File: config.mk
export PLATFORM = sky130hd
export DESIGN_NAME = or_debounce_counter
export DESIGN_NICKNAME = d
export VERILOG_FILES = /design/src/rtl/or_debounce_counter.sv
export SDC_FILE = /design/constraint.sdc
export NUM_CORES = 1
export LEC_CHECK = 0
export CORE_UTILIZATION = 37
export DETAILED_ROUTE_END_ITERATION = 6
export DONT_BUFFER_PORTS = 1
export MAX_ROUTING_LAYER = met4
export SKIP_LAST_GASP = 1
export SYNTH_ARGS = -nofsm -noshare
export SYNTH_HDL_FRONTEND = slang
export SYNTH_SLANG_ARGS = --single-unit
File: constraint.sdc
create_clock -name clk -period 2.5 [get_ports clk]
set_input_delay 0.375 -clock clk [delete_from_list [all_inputs] [get_ports clk]]
set_output_delay 0.375 -clock clk [all_outputs]
set_load 0.01 [all_outputs]
File: src/rtl/or_debounce_counter.sv
// Debounced OR of A/B with a saturating counter of qualified rising events.
// Optional macro OR_SYNC_EN adds a 2-flop synchronizer on A and B ahead of the OR.
module or_debounce_counter #(
  parameter int DEB_CYCLES = 4,
  parameter int CNT_W      = 8
) (
  input  logic             clk,
  input  logic             rst,
  input  logic             A,
  input  logic             B,
  input  logic             clr,
  output logic             F,
  output logic             rise,
  output logic [CNT_W-1:0] count,
  output logic             sat
);

  localparam int TW = $clog2(DEB_CYCLES + 1);
  localparam logic [TW-1:0]    TIMER_LAST = TW'(DEB_CYCLES - 1);
  localparam logic [CNT_W-1:0] CNT_MAX    = '1;
  localparam bit               SINGLE     = (DEB_CYCLES == 1);

  typedef enum logic [1:0] {S_LOW, S_RISE, S_HIGH, S_FALL} state_t;

  state_t           state_q, state_d;
  logic [TW-1:0]    timer_q, timer_d;
  logic             f_q, f_d;
  logic             rise_q, rise_d;
  logic [CNT_W-1:0] count_q, count_d;
  logic             sat_q, sat_d;
  logic             raw;

`ifdef OR_SYNC_EN
  logic [1:0] a_sync_q, b_sync_q;

  always_ff @(posedge clk or posedge rst) begin
    if (rst) begin
      a_sync_q <= '0;
      b_sync_q <= '0;
    end else begin
      a_sync_q <= {a_sync_q[0], A};
      b_sync_q <= {b_sync_q[0], B};
    end
  end

  assign raw = a_sync_q[1] | b_sync_q[1];
`else
  assign raw = A | B;
`endif

  // NOTE: every output is defaulted first so no path through the case infers a latch.
  always_comb begin
    state_d = state_q;
    timer_d = timer_q;
    f_d     = f_q;
    rise_d  = 1'b0;
    unique case (state_q)
      S_LOW: begin
        if (raw) begin
          if (SINGLE) begin
            state_d = S_HIGH;
            f_d     = 1'b1;
            rise_d  = 1'b1;
            timer_d = '0;
          end else begin
            state_d = S_RISE;
            timer_d = TW'(1);
          end
        end
      end
      S_RISE: begin
        if (!raw) begin
          state_d = S_LOW;
          timer_d = '0;
        end else if (timer_q == TIMER_LAST) begin
          state_d = S_HIGH;
          f_d     = 1'b1;
          rise_d  = 1'b1;
          timer_d = '0;
        end else begin
          timer_d = timer_q + TW'(1);
        end
      end
      S_HIGH: begin
        if (!raw) begin
          if (SINGLE) begin
            state_d = S_LOW;
            f_d     = 1'b0;
            timer_d = '0;
          end else begin
            state_d = S_FALL;
            timer_d = TW'(1);
          end
        end
      end
      S_FALL: begin
        if (raw) begin
          state_d = S_HIGH;
          timer_d = '0;
        end else if (timer_q == TIMER_LAST) begin
          state_d = S_LOW;
          f_d     = 1'b0;
          timer_d = '0;
        end else begin
          timer_d = timer_q + TW'(1);
        end
      end
      default: begin
        state_d = S_LOW;
        timer_d = '0;
        f_d     = 1'b0;
      end
    endcase
  end

  // Clear wins over the old value but not over a simultaneous rise.
  always_comb begin
    count_d = count_q;
    if (clr) begin
      count_d = rise_d ? CNT_W'(1) : '0;
    end else if (rise_d && (count_q != CNT_MAX)) begin
      count_d = count_q + CNT_W'(1);
    end
    sat_d = (count_d == CNT_MAX);
  end

  // NOTE: sequential state uses non-blocking assignments so all flops update together.
  always_ff @(posedge clk or posedge rst) begin
    if (rst) begin
      state_q <= S_LOW;
      timer_q <= '0;
      f_q     <= 1'b0;
      rise_q  <= 1'b0;
      count_q <= '0;
      sat_q   <= 1'b0;
    end else begin
      state_q <= state_d;
      timer_q <= timer_d;
      f_q     <= f_d;
      rise_q  <= rise_d;
      count_q <= count_d;
      sat_q   <= sat_d;
    end
  end

  assign F     = f_q;
  assign rise  = rise_q;
  assign count = count_q;
  assign sat   = sat_q;

endmodule

After elaboration in Yosys (flattened, before gate mapping)
Index checks and enable logic that the tools add are counted.
{"block": "word_totals", "register_bits": 16, "in_bits": 5, "out_inout_bits": 11, "word_cells": 53}
{"block": "op_classes", "add_sub_neg": 2, "n_eq_ne": 14, "muxes": 24, "n_bitwise": 1, "n_reduce_logical": 6}
{"op": "8-bit two-way mux", "count": 2}
{"op": "3-bit two-way mux", "count": 5}
{"op": "2-bit two-way mux", "count": 6}
{"op": "2-bit inequality test, second input constant", "count": 6}
{"op": "3-bit case mux with 4 select lines", "count": 1}
{"op": "8-bit by 1-bit adder with 8-bit output, second input constant", "count": 1}
{"op": "8-bit == test, second input constant", "count": 1}
{"op": "1-bit two-way mux", "count": 8}
{"op": "8-bit inequality test, second input constant", "count": 1}
{"op": "2-bit case mux with 4 select lines", "count": 1}
{"op": "3-bit inequality test, second input constant", "count": 2}
{"op": "5-bit AND reduction", "count": 1}
{"op": "2-bit == test, second input constant", "count": 2}
{"op": "4-bit AND reduction", "count": 1}
{"op": "3-bit by 1-bit adder with 3-bit output, second input constant", "count": 1}
{"op": "3-bit by 2-bit == test with 1-bit output, second input constant", "count": 1}
{"op": "2-bit by 1-bit == test with 1-bit output, second input constant", "count": 1}
{"op": "2-bit logical NOT", "count": 1}
{"op": "1-bit case mux with 2 select lines", "count": 1}
{"op": "2-bit AND reduction", "count": 1}
{"op": "2-bit nonzero test", "count": 1}
{"op": "1-bit logical AND", "count": 1}
{"op": "1-bit OR", "count": 1}

Logic depth before layout (Yosys ltp)
Gate-level depths: netlist of the first run.
{"block": "depth", "depth_word": 8, "ltp_mapped": 6, "mapped_depth_nobuf": 6}

Worst setup path after synthesis of the first run
Ideal clock, no wire load.
{"block": "synth_timing", "path_kind": "register -> register", "from": "reg count_q[0] (netlist: count[0])", "to": "reg sat_q (netlist: sat)", "setup_ns": 0.096, "arrival_time_ns": 1.854, "required_time_ns": 2.404, "setup_slack_ns": 0.550, "stages_incl_launch_ff": 7, "path_buffers": 0, "synth_period_minus_slack_ns": 1.950, "path_cell_list": "dfrtp_1 ha_1 and3_4 nand3_2 and4_1 or4_1 nor4_2"}
{"block": "synth_between", "elab_chain_len": 5, "word_cells_on_any_way": 6, "cone_classes": "1 x add/sub; 2 x eq/ne; 2 x mux; 1 x reduce/logical"}
{"item": "start: declaration", "line": "29", "rtl": "logic [CNT_W-1:0] count_q, count_d;"}
{"item": "start signal: assignment", "line": "141", "rtl": "count_q <= count_d;"}
{"item": "parallel branches: the longest is 2 deep, another holds 8-bit by 1-bit adder with 8-bit output"}
{"item": "8-bit two-way mux (*)", "line": "121", "rtl": "end else if (rise_d && (count_q != CNT_MAX)) begin"}
{"item": "8-bit two-way mux (*)", "line": "119", "rtl": "if (clr) begin"}
{"item": "8-bit == test (*)", "line": "124", "rtl": "sat_d = (count_d == CNT_MAX);"}
{"item": "via sat_d", "line": "30", "rtl": "logic sat_q, sat_d;"}
{"item": "end signal: assignment", "line": "142", "rtl": "sat_q <= sat_d;"}
{"item": "end: declaration", "line": "30"}
Mark *: on every way through the listed nets, which the timed path passes.
A chain may end at the register's enable or synchronous reset.

Worst setup path in the final report of the first run
Ends and elaborated chain as after synthesis.

==> impl_metrics.json, run 1 <==
{
  "drv_cap": 0,
  "rows": 17,
  "ir_drop_v": 0.0003299,
  "required_ns": 2.69,
  "ys_seq_elements": 16,
  "synth-seq-area-share_pct": 45.13,
  "seqCellArea_um2": 400.4,
  "timing.hold.ws_ns": 0.04800,
  "crit_path_top_delay_cell": "dfrtp_1",
  "p_int_uw": 402.7,
  "dp.cells": 117,
  "fmax_mhz": 470.9,
  "worstReg2RegEnd": "sat",
  "synth_top_area_share_pct": 45.13,
  "antenna_found_initial": 0,
  "ant_nets": 0,
  "synth_area_um2": 887.1,
  "n_antenna_cell": 0,
  "routabilityCongestion": 0.8428,
  "hold_viol_final": 0,
  "vias_per_cell": 5.383,
  "synth_area_leaders": "dfrtp_1 45%, a21oi_1 4.5%, nor2_1 3.8%",
  "synth.distinct_cells": 36,
  "clk_latency_ns": 0.28,
  "place_ws_ns": 0.4065,
  "fp.dieW_um": 50.97,
  "worstMarginPinSlew_ns": 0.6160,
  "grt_usage_pct": 14.77,
  "num_vias": 646,
  "cts-root-buf": "clkbuf_4",
  "yosys_warnings": 0,
  "areaGrowthSynthToFinish_pct": 5.642,
  "ctsLongestPathBuffers": 2,
  "drive_above_1_share_pct": 13.04,
  "period_share_pct": 84.95,
  "power_leakage_nw": 0.4570,
  "maxSlewViolCount": 0,
  "p_seq_share_pct": 57.7,
  "clock_sinks": 16,
  "crit_chain": "ha_1 > and3_4 > nand3_2 > and4_1 > or4_1 > nor4_2",
  "postSynth.asyncResetShare_pct": 100.0,
  "power_switching_uw": 181.0,
  "drc_errors": 0,
  "dr.pass1.iters": 4,
  "cts_tree": "built",
  "p_per_area_nw_per_um2": 622.8,
  "grt_start_max_net_pins": 17,
  "cts_buffers": 3,
  "dpl.hpwl_mm": 1.211,
  "cp-start-kind": "flip-flop",
  "core-area_um2": 2233,
  "dpl_cell_area_um2": 914.6,
  "final_cells": 120,
  "post_cts_buffers": 0,
  "setup_violations": 0,
  "grt_pass1_vias": 610,
  "syn_area_per_cell_um2": 9.857,
  "status": "complete, no violations",
  "multi_input_area_um2": 460.4,
  "max_slew_margin_pct": 58.89,
  "cts_resized": 0,
  "fin_ws_ns": 0.3763,
  "synth_nets": 97,
  "setup_tns_ns": 0,
  "finalWirelength_mm": 1.655,
  "holdBufCountCts": 0,
  "pwr-share-clk_pct": 22.7,
  "power_uw": 583.6,
  "dieHeight_um": 50.97,
  "rr_worst_depth": 6,
  "r2r_setup_slack_ns": 0.38,
  "drtIter0Drc": 16,
  "combPwrFrac_pct": 19.6,
  "cp-end-kind": "flip-flop",
  "worstPathMaxFanout": 10,
  "grt_first_pass_wirelength_mm": 2.773,
  "fin_util_pct": 41.96,
  "die_area_um2": 2597,
  "num_io_pins": 16,
  "finalInstanceArea_um2": 937.1,
  "syn_inst": 90,
  "synth_edf_count": 0,
  "r2r-start": "count[0]",
  "start_util_pct": 39.72,
  "hp-class": "input pin to async pin",
  "skew_ns": 0.0006490,
  "rsz0062_at_grt": "false",
  "cpPeakStageDelay_ns": 0.54,
  "ctsHtreeMaxLevel": 1,
  "io_buffers": 0,
  "critPathKind": "flip-flop to flip-flop",
  "cp_data_arrival_time_ns": 2.31,
  "period_needed_ns": 2.124,
  "drt-wirelength-per-cell_um": 13.79,
  "clk_pin_slew_ns": 0.09,
  "yosysTopAreaCell": "dfrtp_1",
  "overflow": 0,
  "swShare_pct": 31.00,
  "nFillCells": 222,
  "nets": 101,
  "synth_flop_cell": "dfrtp_1"
}
worst max-delay path: cells and delay by family, from the launching register on:
kind	cells	cell delay, ns
adder cells (fa/ha/maj)	1	0.28
flip-flops	1	0.54
AND/OR/NAND/NOR	5	1.23
power groups by stage:
stage / combinational, mW / clock (mW) / sequential, mW
6_report: 0.114 / 0.133 / 0.337
5_1_grt: 0.132 / 0.150 / 0.343
4_1_cts: 0.117 / 0.142 / 0.338
3_5_place_dp: 0.116 / 0 / 0.343
3_3_place_gp: 0.112 / 0 / 0.341
2_1_floorplan: 0.101 / 0 / 0.332
synthesized netlist by cell type, drive strengths merged, types with 3 or more instances:
library cell and count:
o21a 3, nor3 3, and3 4, and2 3, nand3 3, nand2 8
inv 5, nor2 10, dfrtp 16, a21oi 8
state kept, by name, indices dropped and copies added, names as in the netlist, named ones only:
name,cells
sat,1
state_q,1
F,1
timer_q,3
count,8
rise,1
cell families (layout without fill, tap and decap cells):
family          Yosys count  in the layout  share of synthesized area (%)
fa+ha+maj                 2              2                          2.820
buf+inv                   6              8                          2.962
xor+xnor                  2              2                          1.975
flops                    16             16                          45.13
mux                       2              2                          2.257
simple gates             44             44                          31.03
compound gates           18             18                          13.82
cells in the final DEF (no fill, tap or decap), drive strengths merged:
cell type and n:
dfrtp 16, nor2 10, nand2 8, a21oi 8
inv 5, and3 4, o21a 3, clkbuf 3
nand3 3, nor3 3, and2 3, and4b 2
o21ai 2, nand4 2, mux2i 2, nor2b 2
ha 2, nor4 2, xnor2 1, nand3b 1
nand2b 1, and2b 1, o2bb2ai 1, o41a 1
a311oi 1, and4 1, a21o 1, xor2 1
o211ai 1, or4 1
metal layers:
metal / GRT usage [%] / up-vias / wire [µm]
met1: 17.90 / 305 / 762
met5: - / - / 0
li1: - / 328 / -
met2: 22.59 / 11 / 797
met4: 3.241 / 0 / 10
met3: 6.548 / 2 / 84
cell type report:
class | count | share of cell area [%]
multi-input combinational | 68 | 49.13
tap | 28 | 3.738
clock buffer | 3 | 2.403
sequential | 16 | 42.72
inverter | 5 | 2.003
worst max path at each step:
| stage | start | slack [ns] | to | cells after the start |
|---|---|---|---|---|
| floorplan | count[0] | 0.55 | sat | 6 |
| global placement | count[0] | 0.45 | sat | 6 |
| detailed placement | count[0] | 0.41 | sat | 6 |
| CTS | count[0] | 0.39 | sat | 6 |
| global route | count[0] | 0.20 | sat | 6 |
| finish | count[0] | 0.38 | sat | 6 |
(Power assumes the default switching activity.)
==> run 2: changes to the inputs <==
==> constraint.sdc (replaced) <==
create_clock -name clk -period 1.95 [get_ports clk]
set_input_delay 0.2925 -clock clk [delete_from_list [all_inputs] [get_ports clk]]
set_output_delay 0.2925 -clock clk [all_outputs]
set_load 0.01 [all_outputs]
==> run 2 against run 1 <==
Effect of this change: global-route usage grew 3.0 points; worst hold slack gained 0.0076 ns; cell count grew 9.2%; total power grew 37%; setup slack lost 0.32 ns; critical path type unchanged; largest cell class unchanged.
==> impl_metrics.json, run 2 (same netlist as run 1, synthesis figures left out) <==
{
  "cts_buffers": 3,
  "period_needed_ns": 1.891,
  "clock_sinks": 16,
  "nFillCells": 230,
  "ctsLongestPathBuffers": 2,
  "timing.hold.ws_ns": 0.05564,
  "cp_data_arrival_time_ns": 2.09,
  "drt-wirelength-per-cell_um": 14.82,
  "worstMarginPinSlew_ns": 0.6198,
  "seqCellArea_um2": 400.4,
  "grt_first_pass_wirelength_mm": 3.284,
  "critPathKind": "flip-flop to flip-flop",
  "required_ns": 2.15,
  "fmax_mhz": 528.8,
  "maxSlewViolCount": 0,
  "n_antenna_cell": 0,
  "hp-class": "input pin to flip-flop",
  "rows": 17,
  "power_leakage_nw": 0.5134,
  "finalWirelength_mm": 1.941,
  "drv_cap": 0,
  "die_area_um2": 2597,
  "num_vias": 716,
  "setup_tns_ns": 0,
  "core-area_um2": 2233,
  "worstPathMaxFanout": 5,
  "p_per_area_nw_per_um2": 753.7,
  "start_util_pct": 39.72,
  "drive_above_1_share_pct": 26.21,
  "clk_pin_slew_ns": 0.09,
  "rsz0062_at_grt": "false",
  "hold_viol_final": 0,
  "grt_start_max_net_pins": 17,
  "cts_tree": "built",
  "vias_per_cell": 5.466,
  "dr.pass1.iters": 4,
  "num_io_pins": 16,
  "multi_input_area_um2": 500.5,
  "mostFrequentLayoutCells": "16 x dfrtp_1, 10 x buf_4, 9 x nor2_1, 8 x nand2_1, 8 x a21oi_1",
  "period_share_pct": 96.98,
  "grt_usage_pct": 17.80,
  "ir_drop_v": 0.0003533,
  "dpl.hpwl_mm": 1.395,
  "layout_commonest_cell": "dfrtp_1",
  "drc_errors": 0,
  "areaGrowthSynthToFinish_pct": 19.75,
  "drtIter0Drc": 6,
  "skew_ns": 0.004494,
  "ctsHtreeMaxLevel": 1,
  "cts-root-buf": "clkbuf_4",
  "crit_path_top_delay_cell": "or4_4",
  "max_slew_margin_pct": 58.64,
  "cpPeakStageDelay_ns": 0.49,
  "largest_reg_flops": 8,
  "status": "complete, no violations",
  "clk_latency_ns": 0.29,
  "cp-end-kind": "flip-flop",
  "routabilityCongestion": 0.8348,
  "grt_pass1_vias": 758,
  "antenna_found_initial": 0,
  "nets": 112,
  "io_buffers": 0,
  "setup_violations": 0,
  "fp.dieW_um": 50.97,
  "overflow": 0,
  "cp-start-kind": "flip-flop",
  "dieHeight_um": 50.97,
  "crit_chain": "ha_4 > and3_4 > nand3_2 > and4_1 > or4_4 > nor4_2",
  "ant_nets": 0
}
==> run 2: cell types whose count changed in the layout (fill, tap and decap cells not counted) <==
| cell | previous run | this run |
|---|---|---|
| buf_4 | 0 | 10 |
| dlygate4sd3_1 | 0 | 1 |
| ha_1 | 2 | 0 |
| ha_4 | 0 | 2 |
| nor3_1 | 2 | 1 |
| nor3_2 | 1 | 2 |
| nor4_1 | 1 | 0 |
| nor4_2 | 1 | 2 |
| or4_1 | 1 | 0 |
| or4_4 | 0 | 1 |
==> run 2: layout make-up <==
type / instances / area share [%]
Multi-Input combinational cell: 68 / 47.11
Sequential cell: 16 / 37.69
Timing Repair Buffer: 11 / 8.009
Tap cell: 28 / 3.298
Clock buffer: 3 / 2.120
Inverter: 5 / 1.767
==> run 2: layer usage <==
layer / track usage (%) / vias to the layer above / part of all wire (%)
li1: - / 347 / -
met5: - / - / 0
met1: 20.72 / 349 / 45
met2: 29.39 / 13 / 48
met3: 3.571 / 7 / 4.1
met4: 8.333 / 0 / 2.6
==> run 2: power by group <==
| part | switching [mW] | internal (mW) |
|---|---|---|
| clock | 0.102 | 0.0718 |
| sequential | 0.0600 | 0.374 |
| combinational | 0.0919 | 0.101 |
| total | 0.254 | 0.546 |
==> run 2: per-stage QoR <==
step | util (%) | cells | area [µm²] | worst slack, ns | power (mW)
floorplan | - | 90 | 887.1 | 0.0004635 | 0.5554
global placement | 43.98 | 126 | 982.2 | 0.02703 | 0.5855
detailed placement | 43.98 | 126 | 982.2 | 0.02266 | 0.5928
CTS | 45.66 | 130 | 1020 | 0.02360 | 0.7714
global route | 47.56 | 131 | 1062 | 0.004107 | 0.8541
finish | 47.56 | 131 | 1062 | 0.05899 | 0.8006
==> run 2: final timing paths <==
kind,cells after the start,end,slack (ns),startpoint
min,1,count[1],0.06,clr
min in group asynchronous,2,state_q[0],0.52,rst
max reg2reg,6,sat,0.06,count[0]
min reg2reg,1,timer_q[2],0.54,timer_q[2]
max in group asynchronous,2,sat,1.03,rst
max,6,sat,0.06,count[0]
==> run 2: what timing repair did <==
action | CTS | global route
buffers inserted | 0 | 1
resized for setup | 2 | 5
cloned | 0 | 0
hold buffers | 1 | 0
endpoints found under the hold margin | 16 | 0
endpoints found under the setup margin | 1 | 1
==> run 2: critical path: cells and delay by family (launching register included) <==
| kind | cells | cell delay [ns] |
|---|---|---|
| flops | 1 | 0.42 |
| fa+ha+maj | 1 | 0.18 |
| simple gates | 5 | 1.21 |
==> run 3: changes to the inputs <==
--- a/config.mk
+++ b/config.mk
@@ -10,6 +10,7 @@
 export DONT_BUFFER_PORTS = 1
 export MAX_ROUTING_LAYER = met4
 export SKIP_LAST_GASP = 1
+export SLEW_MARGIN = 40
 export SYNTH_ARGS = -nofsm -noshare
 export SYNTH_HDL_FRONTEND = slang
 export SYNTH_SLANG_ARGS = --single-unit
==> results of run 3 <==
The final DEF is identical to that of run 2; final timing and power are the same.
